File: config.mk
export PLATFORM = sky130hd
export DESIGN_NAME = button_chord_decoder_flat
export DESIGN_NICKNAME = d
export VERILOG_FILES = /design/src/rtl/dreimann_pkg.sv /design/src/rtl/button_chord_decoder_if.sv /design/src/rtl/btn_sync_debounce.sv /design/src/rtl/button_chord_decoder.sv /design/src/flat_wrapper.sv
export SDC_FILE = /design/constraint.sdc
export NUM_CORES = 1
export LEC_CHECK = 0
export ABC_AREA = 1
export BUFFER_PORTS_ARGS = -buffer_cell sky130_fd_sc_hd__buf_2
export CAP_MARGIN = 0
export CORE_UTILIZATION = 49
export CTS_CLUSTER_DIAMETER = 30
export CTS_CLUSTER_SIZE = 16
export DETAILED_ROUTE_END_ITERATION = 8
export GPL_ROUTABILITY_DRIVEN = 0
export GPL_TIMING_DRIVEN = 0
export PLACE_DENSITY_LB_ADDON = 0.25
export RECOVER_POWER = 100
export SYNTH_ARGS = -nofsm -noshare
export SYNTH_HDL_FRONTEND = slang
export SYNTH_SLANG_ARGS = --single-unit
export TNS_END_PERCENT = 100
File: constraint.sdc
create_clock -name clk -period 5.31 [get_ports clk]
set_clock_uncertainty 0.05 [all_clocks]
set_input_delay 0.7965 -clock clk [delete_from_list [all_inputs] [get_ports clk]]
set_output_delay 0.7965 -clock clk [all_outputs]
set_load 0.01 [all_outputs]
File: src/rtl/dreimann_pkg.sv
// Shared types for the dice button front end.
// FSM state encoding and counter-width helper.
package dreimann_pkg;

  typedef enum logic [1:0] {
    ST_IDLE    = 2'd0,
    ST_WAIT_A  = 2'd1,
    ST_WAIT_B  = 2'd2,
    ST_LOCKOUT = 2'd3
  } state_t;

  function automatic int cnt_width(input int n);
    return (n < 1) ? 1 : $clog2(n + 1);
  endfunction

endpackage

File: src/rtl/button_chord_decoder_if.sv
// Button-in / roll-pulse-out bundle between pins and dice controller.
// master drives the raw buttons, slave is the decoder.
interface button_chord_decoder_if;
  logic btn_a_raw;
  logic btn_b_raw;
  logic roll_a;
  logic roll_b;
  logic roll_both;
  logic busy;

  modport master (
    output btn_a_raw, btn_b_raw,
    input  roll_a, roll_b, roll_both, busy
  );

  modport slave (
    input  btn_a_raw, btn_b_raw,
    output roll_a, roll_b, roll_both, busy
  );
endinterface

File: src/rtl/btn_sync_debounce.sv
// 2-FF synchroniser followed by a stable-count debouncer.
// db flips only after DEBOUNCE_CYCLES consecutive disagreeing cycles.
module btn_sync_debounce
  import dreimann_pkg::*;
#(
  parameter int DEBOUNCE_CYCLES = 20000
) (
  input  logic clk,
  input  logic rst,
  input  logic raw,
  output logic db
);

  localparam int CW = cnt_width(DEBOUNCE_CYCLES);
  localparam logic [CW-1:0] CMAX =
    CW'(DEBOUNCE_CYCLES - 1);

  logic          s0_q, s1_q;
  logic          db_q, db_d;
  logic [CW-1:0] cnt_q, cnt_d;

  always_comb begin
    db_d  = db_q;
    cnt_d = '0;
    if (s1_q != db_q) begin
      if (cnt_q == CMAX) db_d = ~db_q;
      else cnt_d = cnt_q + 1'b1;
    end
  end

  always_ff @(posedge clk or posedge rst) begin
    if (rst) begin
      s0_q  <= 1'b0;
      s1_q  <= 1'b0;
      db_q  <= 1'b0;
      cnt_q <= '0;
    end else begin
      s0_q  <= raw;
      s1_q  <= s0_q;
      db_q  <= db_d;
      cnt_q <= cnt_d;
    end
  end

  assign db = db_q;

endmodule

File: src/rtl/button_chord_decoder.sv
// Classifies debounced A/B presses into roll_a, roll_b or roll_both.
// One registered pulse per gesture; LOCKOUT absorbs until both released.
module button_chord_decoder
  import dreimann_pkg::*;
#(
  parameter int DEBOUNCE_CYCLES = 20000,
  parameter int CHORD_CYCLES    = 2000000
) (
  input  logic clk,
  input  logic rst,
  button_chord_decoder_if.slave bus
);

  localparam int WW = cnt_width(CHORD_CYCLES);
  localparam logic [WW-1:0] WMAX =
    WW'(CHORD_CYCLES - 1);

  logic db_a, db_b;
  logic db_a_p_q, db_b_p_q;
  logic rise_a, rise_b, fall_a, fall_b;

  state_t        state_q, state_d;
  logic [WW-1:0] wcnt_q, wcnt_d;
  logic ra_q, ra_d;
  logic rb_q, rb_d;
  logic rab_q, rab_d;
  logic busy_q, busy_d;

  btn_sync_debounce #(
    .DEBOUNCE_CYCLES(DEBOUNCE_CYCLES)
  ) u_db_a (
    .clk(clk), .rst(rst),
    .raw(bus.btn_a_raw), .db(db_a)
  );

  btn_sync_debounce #(
    .DEBOUNCE_CYCLES(DEBOUNCE_CYCLES)
  ) u_db_b (
    .clk(clk), .rst(rst),
    .raw(bus.btn_b_raw), .db(db_b)
  );

  assign rise_a = db_a & ~db_a_p_q;
  assign rise_b = db_b & ~db_b_p_q;
  assign fall_a = ~db_a & db_a_p_q;
  assign fall_b = ~db_b & db_b_p_q;

  always_comb begin
    state_d = state_q;
    wcnt_d  = wcnt_q;
    ra_d    = 1'b0;
    rb_d    = 1'b0;
    rab_d   = 1'b0;
    unique case (state_q)
      ST_IDLE: begin
        if (rise_a && rise_b) begin
          rab_d   = 1'b1;
          state_d = ST_LOCKOUT;
        end else if (rise_a) begin
          state_d = ST_WAIT_A;
          wcnt_d  = '0;
        end else if (rise_b) begin
          state_d = ST_WAIT_B;
          wcnt_d  = '0;
        end
      end
      ST_WAIT_A: begin
        if (rise_b) begin
          rab_d   = 1'b1;
          state_d = ST_LOCKOUT;
        end else if (fall_a) begin
          ra_d    = 1'b1;
          state_d = ST_IDLE;
        end else if (wcnt_q == WMAX) begin
          ra_d    = 1'b1;
          state_d = ST_LOCKOUT;
        end else begin
          wcnt_d = wcnt_q + 1'b1;
        end
      end
      ST_WAIT_B: begin
        if (rise_a) begin
          rab_d   = 1'b1;
          state_d = ST_LOCKOUT;
        end else if (fall_b) begin
          rb_d    = 1'b1;
          state_d = ST_IDLE;
        end else if (wcnt_q == WMAX) begin
          rb_d    = 1'b1;
          state_d = ST_LOCKOUT;
        end else begin
          wcnt_d = wcnt_q + 1'b1;
        end
      end
      ST_LOCKOUT: begin
        if (!db_a && !db_b) state_d = ST_IDLE;
      end
      default: state_d = ST_IDLE;
    endcase
    busy_d = (state_d != ST_IDLE);
  end

  always_ff @(posedge clk or posedge rst) begin
    if (rst) begin
      state_q  <= ST_IDLE;
      wcnt_q   <= '0;
      db_a_p_q <= 1'b0;
      db_b_p_q <= 1'b0;
      ra_q     <= 1'b0;
      rb_q     <= 1'b0;
      rab_q    <= 1'b0;
      busy_q   <= 1'b0;
    end else begin
      state_q  <= state_d;
      wcnt_q   <= wcnt_d;
      db_a_p_q <= db_a;
      db_b_p_q <= db_b;
      ra_q     <= ra_d;
      rb_q     <= rb_d;
      rab_q    <= rab_d;
      busy_q   <= busy_d;
    end
  end

  assign bus.roll_a    = ra_q;
  assign bus.roll_b    = rb_q;
  assign bus.roll_both = rab_q;
  assign bus.busy      = busy_q;

endmodule
File: src/flat_wrapper.sv
// flat-port wrapper written by rule: the top's interface ports become plain ports
module button_chord_decoder_flat import dreimann_pkg::*;
#(
  parameter int DEBOUNCE_CYCLES = 20000,
  parameter int CHORD_CYCLES    = 2000000
)
  (clk, rst, bus_btn_a_raw, bus_btn_b_raw, bus_roll_a, bus_roll_b, bus_roll_both, bus_busy);
  button_chord_decoder_if bus_i ();
  input  logic clk;
  input  logic rst;
  input wire logic [$bits(bus_i.btn_a_raw)-1:0] bus_btn_a_raw;
  input wire logic [$bits(bus_i.btn_b_raw)-1:0] bus_btn_b_raw;
  output wire logic [$bits(bus_i.roll_a)-1:0] bus_roll_a;
  output wire logic [$bits(bus_i.roll_b)-1:0] bus_roll_b;
  output wire logic [$bits(bus_i.roll_both)-1:0] bus_roll_both;
  output wire logic [$bits(bus_i.busy)-1:0] bus_busy;
  assign bus_i.btn_a_raw = bus_btn_a_raw;
  assign bus_i.btn_b_raw = bus_btn_b_raw;
  assign bus_roll_a = bus_i.roll_a;
  assign bus_roll_b = bus_i.roll_b;
  assign bus_roll_both = bus_i.roll_both;
  assign bus_busy = bus_i.busy;
  button_chord_decoder #(.DEBOUNCE_CYCLES(DEBOUNCE_CYCLES), .CHORD_CYCLES(CHORD_CYCLES)) u_core (.clk(clk), .rst(rst), .bus(bus_i));
endmodule
Word-level counts from Yosys, hierarchy flattened --
Index checks and enable logic that the tools add are counted.
Word-level totals: flip-flop bits (word level) 65, output and inout port bits 4, input port bits 4
Cells by class: muxes and demuxes 34, reductions and logical operators 10, $add $sub $neg 3, equality and inequality tests 14, bitwise gates (word level) 8
Operator list (count):
- $mux W21 | 8
- $pmux W21 S3 | 1
- $mux W15 | 4
- $add A15 B1 Y15 const B | 2
- $eq A15 B15 Y1 const B | 2
- $add A21 B1 Y21 const B | 1
- $eq A21 B21 Y1 const B | 1
- $mux W2 | 9
- $mux W1 | 10
- $ne A2 B2 Y1 const B | 5
- $pmux W2 S4 | 1
- $reduce_and A7 Y1 | 1
- $and A1 B1 Y1 | 4
- $eq A2 B2 Y1 const B | 2
- $not A1 Y1 | 4
- $reduce_and A2 Y1 | 2
- $ne A3 B1 Y1 const B | 1
- $pmux W1 S3 | 1
- $reduce_bool A3 Y1 | 1
- $eq A2 B1 Y1 const B | 1
- $logic_and A1 B1 Y1 | 2
- $logic_not A1 Y1 | 2
- $logic_not A2 Y1 | 1
- $ne A1 B1 Y1 | 2
- $reduce_bool A2 Y1 | 1

Depth between registers and ports, before layout --
Gate-level depths: netlist of run 1.
depth after elaboration 7, mapped depth 12, mapped depth without buffers 11

By module --
From an unflattened synthesis of run 1, not the netlist that was laid out.
Second synthesis, totals: cell total of the unflattened synthesis 542, area total of the unflattened synthesis 4035.1 µm²
By module, submodules not included:
- button_chord_decoder | seq. area each 725.7 µm², cells an instance 312, area an instance 2090.8 µm², instances 1
- btn_sync_debounce | seq. area each 450.4 µm², cells an instance 115, area an instance 972.2 µm², instances 2

Least setup slack after synthesis of run 1 --
No wires, ideal clock.
path type register -> register, from register u_core.wcnt_q[0], to register u_core.wcnt_q[3], data arrival time 1.460 ns, stages on the path, launching flop included 9, slack 3.682 ns, period minus slack after synthesis 1.628 ns, required time 5.142 ns, path through dfrtp_1 > ha_1 > nand3_2 > nor2_1 > nand4_1 > nand2_1 > buf_6 > buf_12 > o21ai_2
Between the ends: cells in the longest elaborated chain, start to end 5, elaborated cells on any way between the ends 8, classes of those cells 1 x add/sub; 1 x eq/ne; 6 x mux
Ends and longest elaborated chain:
- from (decl) | RTL line button_chord_decoder.sv:23 | logic [WW-1:0] wcnt_q, wcnt_d;
- from (signal assigned) | RTL line button_chord_decoder.sv:115 | wcnt_q <= wcnt_d;
- $add A21 B1 Y21 or $eq A21 B21 Y1 (tied branches)
- $mux W21 * | RTL line button_chord_decoder.sv:74, button_chord_decoder.sv:88
- $mux W21 (on tied branches) | RTL line button_chord_decoder.sv:85, button_chord_decoder.sv:71
- $mux W21 (on tied branches) | RTL line button_chord_decoder.sv:82, button_chord_decoder.sv:68
- $pmux W21 S3 * | RTL line button_chord_decoder.sv:54 | unique case (state_q)
Mark *: on every way between the ends. The rest lies on a longest branch, timed or not. The select of a mux whose other input is x is not followed. A chain may end at the register's enable or synchronous reset.

Worst setup path in the final report of run 1 --
from register u_core.wcnt_q[0], to register u_core.wcnt_q[4]
The elaborated chain is that of the path after synthesis.

==> flow_metrics.env, run 1 <==
export IMPL_tns_ps=0
export IMPL_synth_warnings=0
export IMPL_numCtsBuffers=9
export IMPL_netlist_top_cells_area="dfrtp_1 44%, nand2_1 12%, nor2_1 7.1%"
export IMPL_path_class="reg -> reg"
export IMPL_rows=31
export IMPL_max_cap_viol_count=0
export IMPL_ir_drop_uv=182
export IMPL_first_global_vias=2944
export IMPL_holdPathStages=0
export IMPL_period_share_pct=49.1
export IMPL_pwr_density_cell_nw_per_um2=235
export IMPL_status="complete, no violations"
export IMPL_drtIter0Drc=158
export IMPL_crit_arrival_ps=2770
export IMPL_cts_tree="done"
export IMPL_avgSynthCellArea_um2=7.52
export IMPL_tightestPinTransition_ps=1030
export IMPL_cts_resized=0
export IMPL_timing_fmax_ghz=0.384
export IMPL_rsz0062_at_grt="no"
export IMPL_clockRootBuffer="clkbuf_8"
export IMPL_slew_headroom_pct=31.5
export IMPL_worstSetupEndpointType="flop"
export IMPL_path_clk_slew_ps=80
export IMPL_antenna_found_initial=0
export IMPL_syn_inst=497
export IMPL_async_flop_share_pct=100
export IMPL_syn_cell_area_um2=3740
export IMPL_drt_wl_total_um=7530
export IMPL_syn_num_nets=509
export IMPL_die_area_um2=7980
export IMPL_layout_area_overhead_vs_synth_pct=8.70
export IMPL_clk_latency_ps=350
export IMPL_synth_seq_area_share_pct=43.5
export IMPL_synth_top_area_share_pct=43.5
export IMPL_multiInputGateArea_um2=1810
export IMPL_diodes=0
export IMPL_rrSetupSlack_ps=2710
export IMPL_via_count=3173
export IMPL_synth_seq_cells=65
export IMPL_grt_pass1_wl_um=13000
export IMPL_synth_flop_cell="dfrtp_1"
export IMPL_total_power_mw=0.955
export IMPL_r2r_end="u_core.wcnt_q[4]$_DFFE_PP0P_"
export IMPL_synth_cell_types=31
export IMPL_drv_slew=0
export IMPL_worst_hold_path_type="reg -> reg"
export IMPL_core_area_um2=7330
export IMPL_finish_net_count=528
export IMPL_netlist_top_cells_count="123 x nand2_1, 71 x nor2_1, 65 x dfrtp_1"
export IMPL_synth_edff_count=0
export IMPL_drc=0
export IMPL_endpoint="u_core.wcnt_q[4]$_DFFE_PP0P_"
export IMPL_ctsHoldBuffers=0
export IMPL_seq_area_um2=1630
export IMPL_leakagePower_nw=1.78
export IMPL_rr_worst_depth=8
export IMPL_io_buffer_count=7
export IMPL_htree_levels=3
export IMPL_yosys_area_top_type="dfrtp_1"
export IMPL_grt_max_degree=41
export IMPL_cts_setup_buffers=0
export IMPL_io_pins=8
export IMPL_routed_via_density=5.12
export IMPL_grt_overflow=0
export IMPL_hold_viol_final=0
export IMPL_ctsLongestPathBuffers=2
export IMPL_startpoint_type="flop"
export IMPL_drtPass1Iterations=5
export IMPL_setup_viol=0
export IMPL_n_fill_cell=681
export IMPL_initial_core_util_pct=51.0
export IMPL_worstPathRequired_ps=5470
export IMPL_r2r_start="u_core.wcnt_q[0]$_DFFE_PP0P_"
export IMPL_grt_util_all_layers_pct=21.5
export IMPL_synth_most_common_cell="nand2_1"
export IMPL_crit_path_start="u_core.wcnt_q[0]$_DFFE_PP0P_"
export IMPL_routedWlPerCell_um=12.2
export IMPL_drtAntennaViolNets=0
export IMPL_fp_dieW_um=89.4
export IMPL_drive_gt1_share_pct=7.49
export IMPL_die_h_um=89.4
export IMPL_cts_sinks=65
export IMPL_dpl_hpwl_um=5500
export IMPL_post_route_min_period_ps=2600
export IMPL_worstPathMaxFanout=10
==> through the flow <==
step / instance area, um2 / std cells / util, % / hold WS (ps) / setup slack (ps)
after CTS: 4120 / 620 / 56.2 / 307 / 3390
final: 4060 / 620 / 55.4 / 305 / 2710
after global routing: 4060 / 620 / 55.4 / 311 / 2440
after floorplan: 3740 / 497 / - / 281 / 2840
after global placement: 3900 / 603 / 53.2 / 285 / 2010
after detailed placement: 3920 / 604 / 53.4 / 289 / 3410
==> critical path: stages (launching register included) <==
cell and delay (ps):
dfrtp_1 470, ha_1 320, nand3_1 180, nor2_1 220, nand4_1 110, nand2_1 110, clkbuf_1 390, clkbuf_1 460
o21ai_0 160
==> cell families (layout without fill, tap and decap cells) <==
family,after synthesis,count (layout),share of synthesized area (%)
AO/OA/AOI/OAI,39,39,6.26
XOR/XNOR,19,19,4.45
adder cells (fa/ha/maj),8,8,2.68
buffers and inverters,67,91,7.46
flip-flops,65,65,43.5
AND/OR/NAND/NOR,299,299,35.6
==> routing by layer <==
| metal | global-route usage, % | routed length (um) | share of wire, % | vias to the layer above |
|---|---|---|---|---|
| met3 | 6.09 | 282 | 3.7 | 17 |
| met5 | 0 | 0 | 0 | - |
| met4 | 7.79 | 145 | 1.9 | 0 |
| met1 | 27.7 | 3680 | 49 | 1464 |
| li1 | - | - | - | 1631 |
| met2 | 34.6 | 3430 | 45 | 61 |
==> placed cells by master, fill, tap and decap left out, types with 2 or more instances in the layout <==
| master | netlist | routed |
|---|---|---|
| a21oi_1 | 10 | 10 |
| nand3_1 | 53 | 54 |
| inv_2 | 2 | 2 |
| nand4_1 | 14 | 14 |
| nand2_2 | 5 | 5 |
| dfrtp_1 | 65 | 65 |
| nor3_1 | 14 | 14 |
| xor2_1 | 18 | 18 |
| nor2_4 | 2 | 2 |
| ha_1 | 8 | 8 |
| and2_1 | 3 | 3 |
| o21ai_0 | 16 | 22 |
| clkinvlp_4 | 0 | 2 |
| clkbuf_8 | 0 | 9 |
| inv_6 | 0 | 3 |
| o211ai_1 | 3 | 3 |
| clkbuf_1 | 1 | 8 |
| inv_1 | 59 | 59 |
| nand2_1 | 123 | 123 |
| or2_2 | 5 | 5 |
| nor3b_1 | 6 | 6 |
| buf_2 | 3 | 5 |
| nor2_1 | 71 | 71 |
==> state kept, by name, summed over array words and instances, names as in the netlist <==
register / cells
u_core.wcnt_q: 21
u_core.u_db_a.cnt_q: 15
u_core.u_db_b.cnt_q: 15
u_core.state_q: 2
u_core.bus.busy: 1
u_core.bus.roll_a: 1
u_core.bus.roll_b: 1
u_core.bus.roll_both: 1
u_core.db_a_p_q: 1
u_core.db_b_p_q: 1
u_core.u_db_a.db: 1
u_core.u_db_a.s0_q: 1
u_core.u_db_a.s1_q: 1
u_core.u_db_b.db: 1
u_core.u_db_b.s0_q: 1
u_core.u_db_b.s1_q: 1
==> power by group <==
| group | switching, mW | internal, mW | total [mW] |
|---|---|---|---|
| registers | 0.00321 | 0.500 | 0.503 |
| logic | 0.0175 | 0.00657 | 0.0241 |
| clock network | 0.207 | 0.221 | 0.428 |
==> area by class of cell <==
class / instances / share of cell area, %
plain buffers: 6 / 0.616
clock buffers: 9 / 3.05
clock inverters: 7 / 1.88
inverters: 61 / 5.63
multi-input cells: 365 / 44.5
flip-flops and latches: 65 / 40.0
well taps: 99 / 3.05
repair buffers: 8 / 1.23
==> worst min-delay path by stage <==
stage | start | end
after floorplan | u_core.u_db_a.s0_q$_DFF_PP0_ | u_core.u_db_a.s1_q$_DFF_PP0_
after global placement | u_core.u_db_b.s0_q$_DFF_PP0_ | u_core.u_db_b.s1_q$_DFF_PP0_
after detailed placement | u_core.u_db_b.s0_q$_DFF_PP0_ | u_core.u_db_b.s1_q$_DFF_PP0_
after CTS | u_core.u_db_b.s0_q$_DFF_PP0_ | u_core.u_db_b.s1_q$_DFF_PP0_
after global routing | u_core.u_db_b.s0_q$_DFF_PP0_ | u_core.u_db_b.s1_q$_DFF_PP0_
final | u_core.u_db_b.s0_q$_DFF_PP0_ | u_core.u_db_b.s1_q$_DFF_PP0_
Power figures use the tool's default switching activity.
==> inputs of run 2 (changes only) <==
clock period = 2.3 ns   (was 5.31 ns; I/O delays follow)
==> run 2 against run 1 <==
Combinational power increased by 140%. Setup slack got worse by 2400 ps. Largest power group unchanged. Highest routed layer unchanged. Non-clock buffer count increased by 1. First-iteration DRC count increased by 3.8%. Via count about the same. Critical path type unchanged. Sequential cell count unchanged.
==> flow_metrics.env, run 2 (synthesis gave the netlist of run 1 again) <==
export IMPL_startpoint_type="flop"
export IMPL_seqPwrFrac_pct=52.7
export IMPL_htree_levels=3
export IMPL_drive_gt1_share_pct=8.05
export IMPL_clockRootBuffer="clkbuf_8"
export IMPL_routed_via_density=5.11
export IMPL_post_route_min_period_ps=1980
export IMPL_rows=31
export IMPL_timing_fmax_ghz=0.505
export IMPL_fp_dieW_um=89.4
export IMPL_initial_core_util_pct=51.0
export IMPL_total_power_mw=2.20
export IMPL_whs_ps=50.9
export IMPL_p_comb_share_pct=2.6
export IMPL_setup_viol=0
export IMPL_crit_path_frequent_cell="nand2_1"
export IMPL_period_share_pct=86.1
export IMPL_clockPowerShare_pct=44.8
export IMPL_cts_tree="done"
export IMPL_critPathMaxStageDelay_ps=470
export IMPL_max_cap_viol_count=0
export IMPL_core_area_um2=7330
export IMPL_grt_overflow=0
export IMPL_regMostFlops="u_core.wcnt_q"
export IMPL_ir_drop_uv=421
export IMPL_design_area_um2=4100
export IMPL_crit_slowest_cell="dfrtp_1"
export IMPL_cts_resized=0
export IMPL_drtAntennaViolNets=0
export IMPL_path_cells="ha_1 > nand3_1 > nor2_1 > nand4_1 > nand2_1 > clkbuf_2 > nand2_1 > o21ai_0"
export IMPL_status="complete, no violations"
export IMPL_worstPathMaxFanout=10
export IMPL_routedWlPerCell_um=12.1
export IMPL_final_cell_mix="123 x nand2_1, 71 x nor2_1, 65 x dfrtp_1"
export IMPL_dpl_cell_area_um2=3920
export IMPL_drtPass1Iterations=5
export IMPL_largest_register_ffs=21
export IMPL_numCtsBuffers=9
export IMPL_via_count=3174
export IMPL_drt_wl_total_um=7520
export IMPL_worstSetupEndpointType="flop"
export IMPL_die_area_um2=7980
export IMPL_cts_sinks=65
export IMPL_layout_area_overhead_vs_synth_pct=9.64
export IMPL_grt_max_degree=41
export IMPL_path_clk_slew_ps=80
export IMPL_first_global_vias=2958
export IMPL_rsz0062_at_grt="no"
export IMPL_io_buffer_count=7
export IMPL_p_int_mw=1.68
export IMPL_top_layer="met4"
export IMPL_drtIter0Drc=164
export IMPL_route_met2_wl_um=3490
export IMPL_antenna_found_initial=0
export IMPL_io_pins=8
export IMPL_final_common_cell="nand2_1"
export IMPL_tightestPinTransition_ps=1030
export IMPL_reg_largest_list="u_core.wcnt_q (21), u_core.u_db_a.cnt_q (15), u_core.u_db_b.cnt_q (15)"
export IMPL_m1WireLength_um=3630
export IMPL_drv_slew=0
export IMPL_grt_util_all_layers_pct=21.5
export IMPL_finish_net_count=529
export IMPL_clk_latency_ps=350
export IMPL_cts_setup_buffers=0
export IMPL_final_cells=621
export IMPL_drc=0
export IMPL_ctsLongestPathBuffers=2
export IMPL_power_switching_mw=0.525
export IMPL_dpl_hpwl_um=5500
export IMPL_wl_met3_um=294
export IMPL_diodes=0
export IMPL_path_class="reg -> reg"
export IMPL_hold_viol_final=0
export IMPL_pwr_density_cell_nw_per_um2=538
export IMPL_grt_pass1_wl_um=13000
export IMPL_crit_arrival_ps=2190
export IMPL_placed_cells=604
export IMPL_slew_headroom_pct=31.4
export IMPL_worstPathRequired_ps=2510
export IMPL_leakagePower_nw=1.80
export IMPL_die_h_um=89.4
export IMPL_worst_hold_path_type="in -> reg"
export IMPL_power_share_switching_pct=23.8
export IMPL_ctsHoldBuffers=1
-- run 2: cell types whose count changed in the layout (fill, tap and decap cells not counted), sizes merged --
cell,previous run,this run
buf,6,7
dlygate4sd3,0,1
clkbuf,17,16
-- run 2: power groups by stage --
stage	Combinational, mW	Sequential, mW	Clock [mW]
after detailed placement	0.0579	1.18	0
final	0.0567	1.16	0.987
after floorplan	0.0384	1.18	0
after global routing	0.0668	1.16	1.07
after CTS	0.0594	1.16	1.03
after global placement	0.0527	1.18	0
-- run 2: layout make-up --
| class | instances | area [um2] |
|---|---|---|
| Buffer | 6 | 50.0 |
| Clock buffer | 9 | 124 |
| Sequential cell | 65 | 1630 |
| Tap cell | 99 | 124 |
| Fill cell | 674 | 3230 |
| Multi-Input combinational cell | 365 | 1810 |
| Inverter | 61 | 229 |
| Clock inverter | 7 | 76.3 |
| Timing Repair Buffer | 9 | 60.1 |
-- run 2: final timing paths --
kind | from | to | slack [ps] | cells after the start
setup / recovery | u_core.wcnt_q[0]$_DFFE_PP0P_ | u_core.wcnt_q[1]$_DFFE_PP0P_ | 320 | 8
hold / removal | bus_btn_b_raw | u_core.u_db_b.s0_q$_DFF_PP0_ | 50 | 1
setup reg to reg | u_core.wcnt_q[0]$_DFFE_PP0P_ | u_core.wcnt_q[1]$_DFFE_PP0P_ | 320 | 8
hold reg to reg | u_core.u_db_b.s0_q$_DFF_PP0_ | u_core.u_db_b.s1_q$_DFF_PP0_ | 300 | 0
max in group asynchronous | rst | u_core.wcnt_q[9]$_DFFE_PP0P_ | 710 | 4
min in group asynchronous | rst | u_core.u_db_b.cnt_q[0]$_DFF_PP0_ | 740 | 3
-- run 2: routing by layer --
layer / global-route usage, % / vias up
met5: 0 / -
met4: 7.79 / 0
met3: 6.09 / 12
met2: 34.8 / 58
met1: 27.6 / 1471
li1: - / 1633
-- run 2: worst max-delay path: cells and delay by family, from the launching register on --
kind            cells  cell delay [ps]
compound gates      1               80
fa+ha+maj           1              320
buf+inv             1              260
flops               1              470
simple gates        5              730
-- run 2: through the flow --
stage               TNS, ps  utilization, %  setup WS (ps)
floorplan                 0               -            279
global placement     -35200            53.2           -545
detailed placement        0            53.4            402
CTS                       0            56.3            377
global route              0            55.9            104
finish                    0            55.9            319
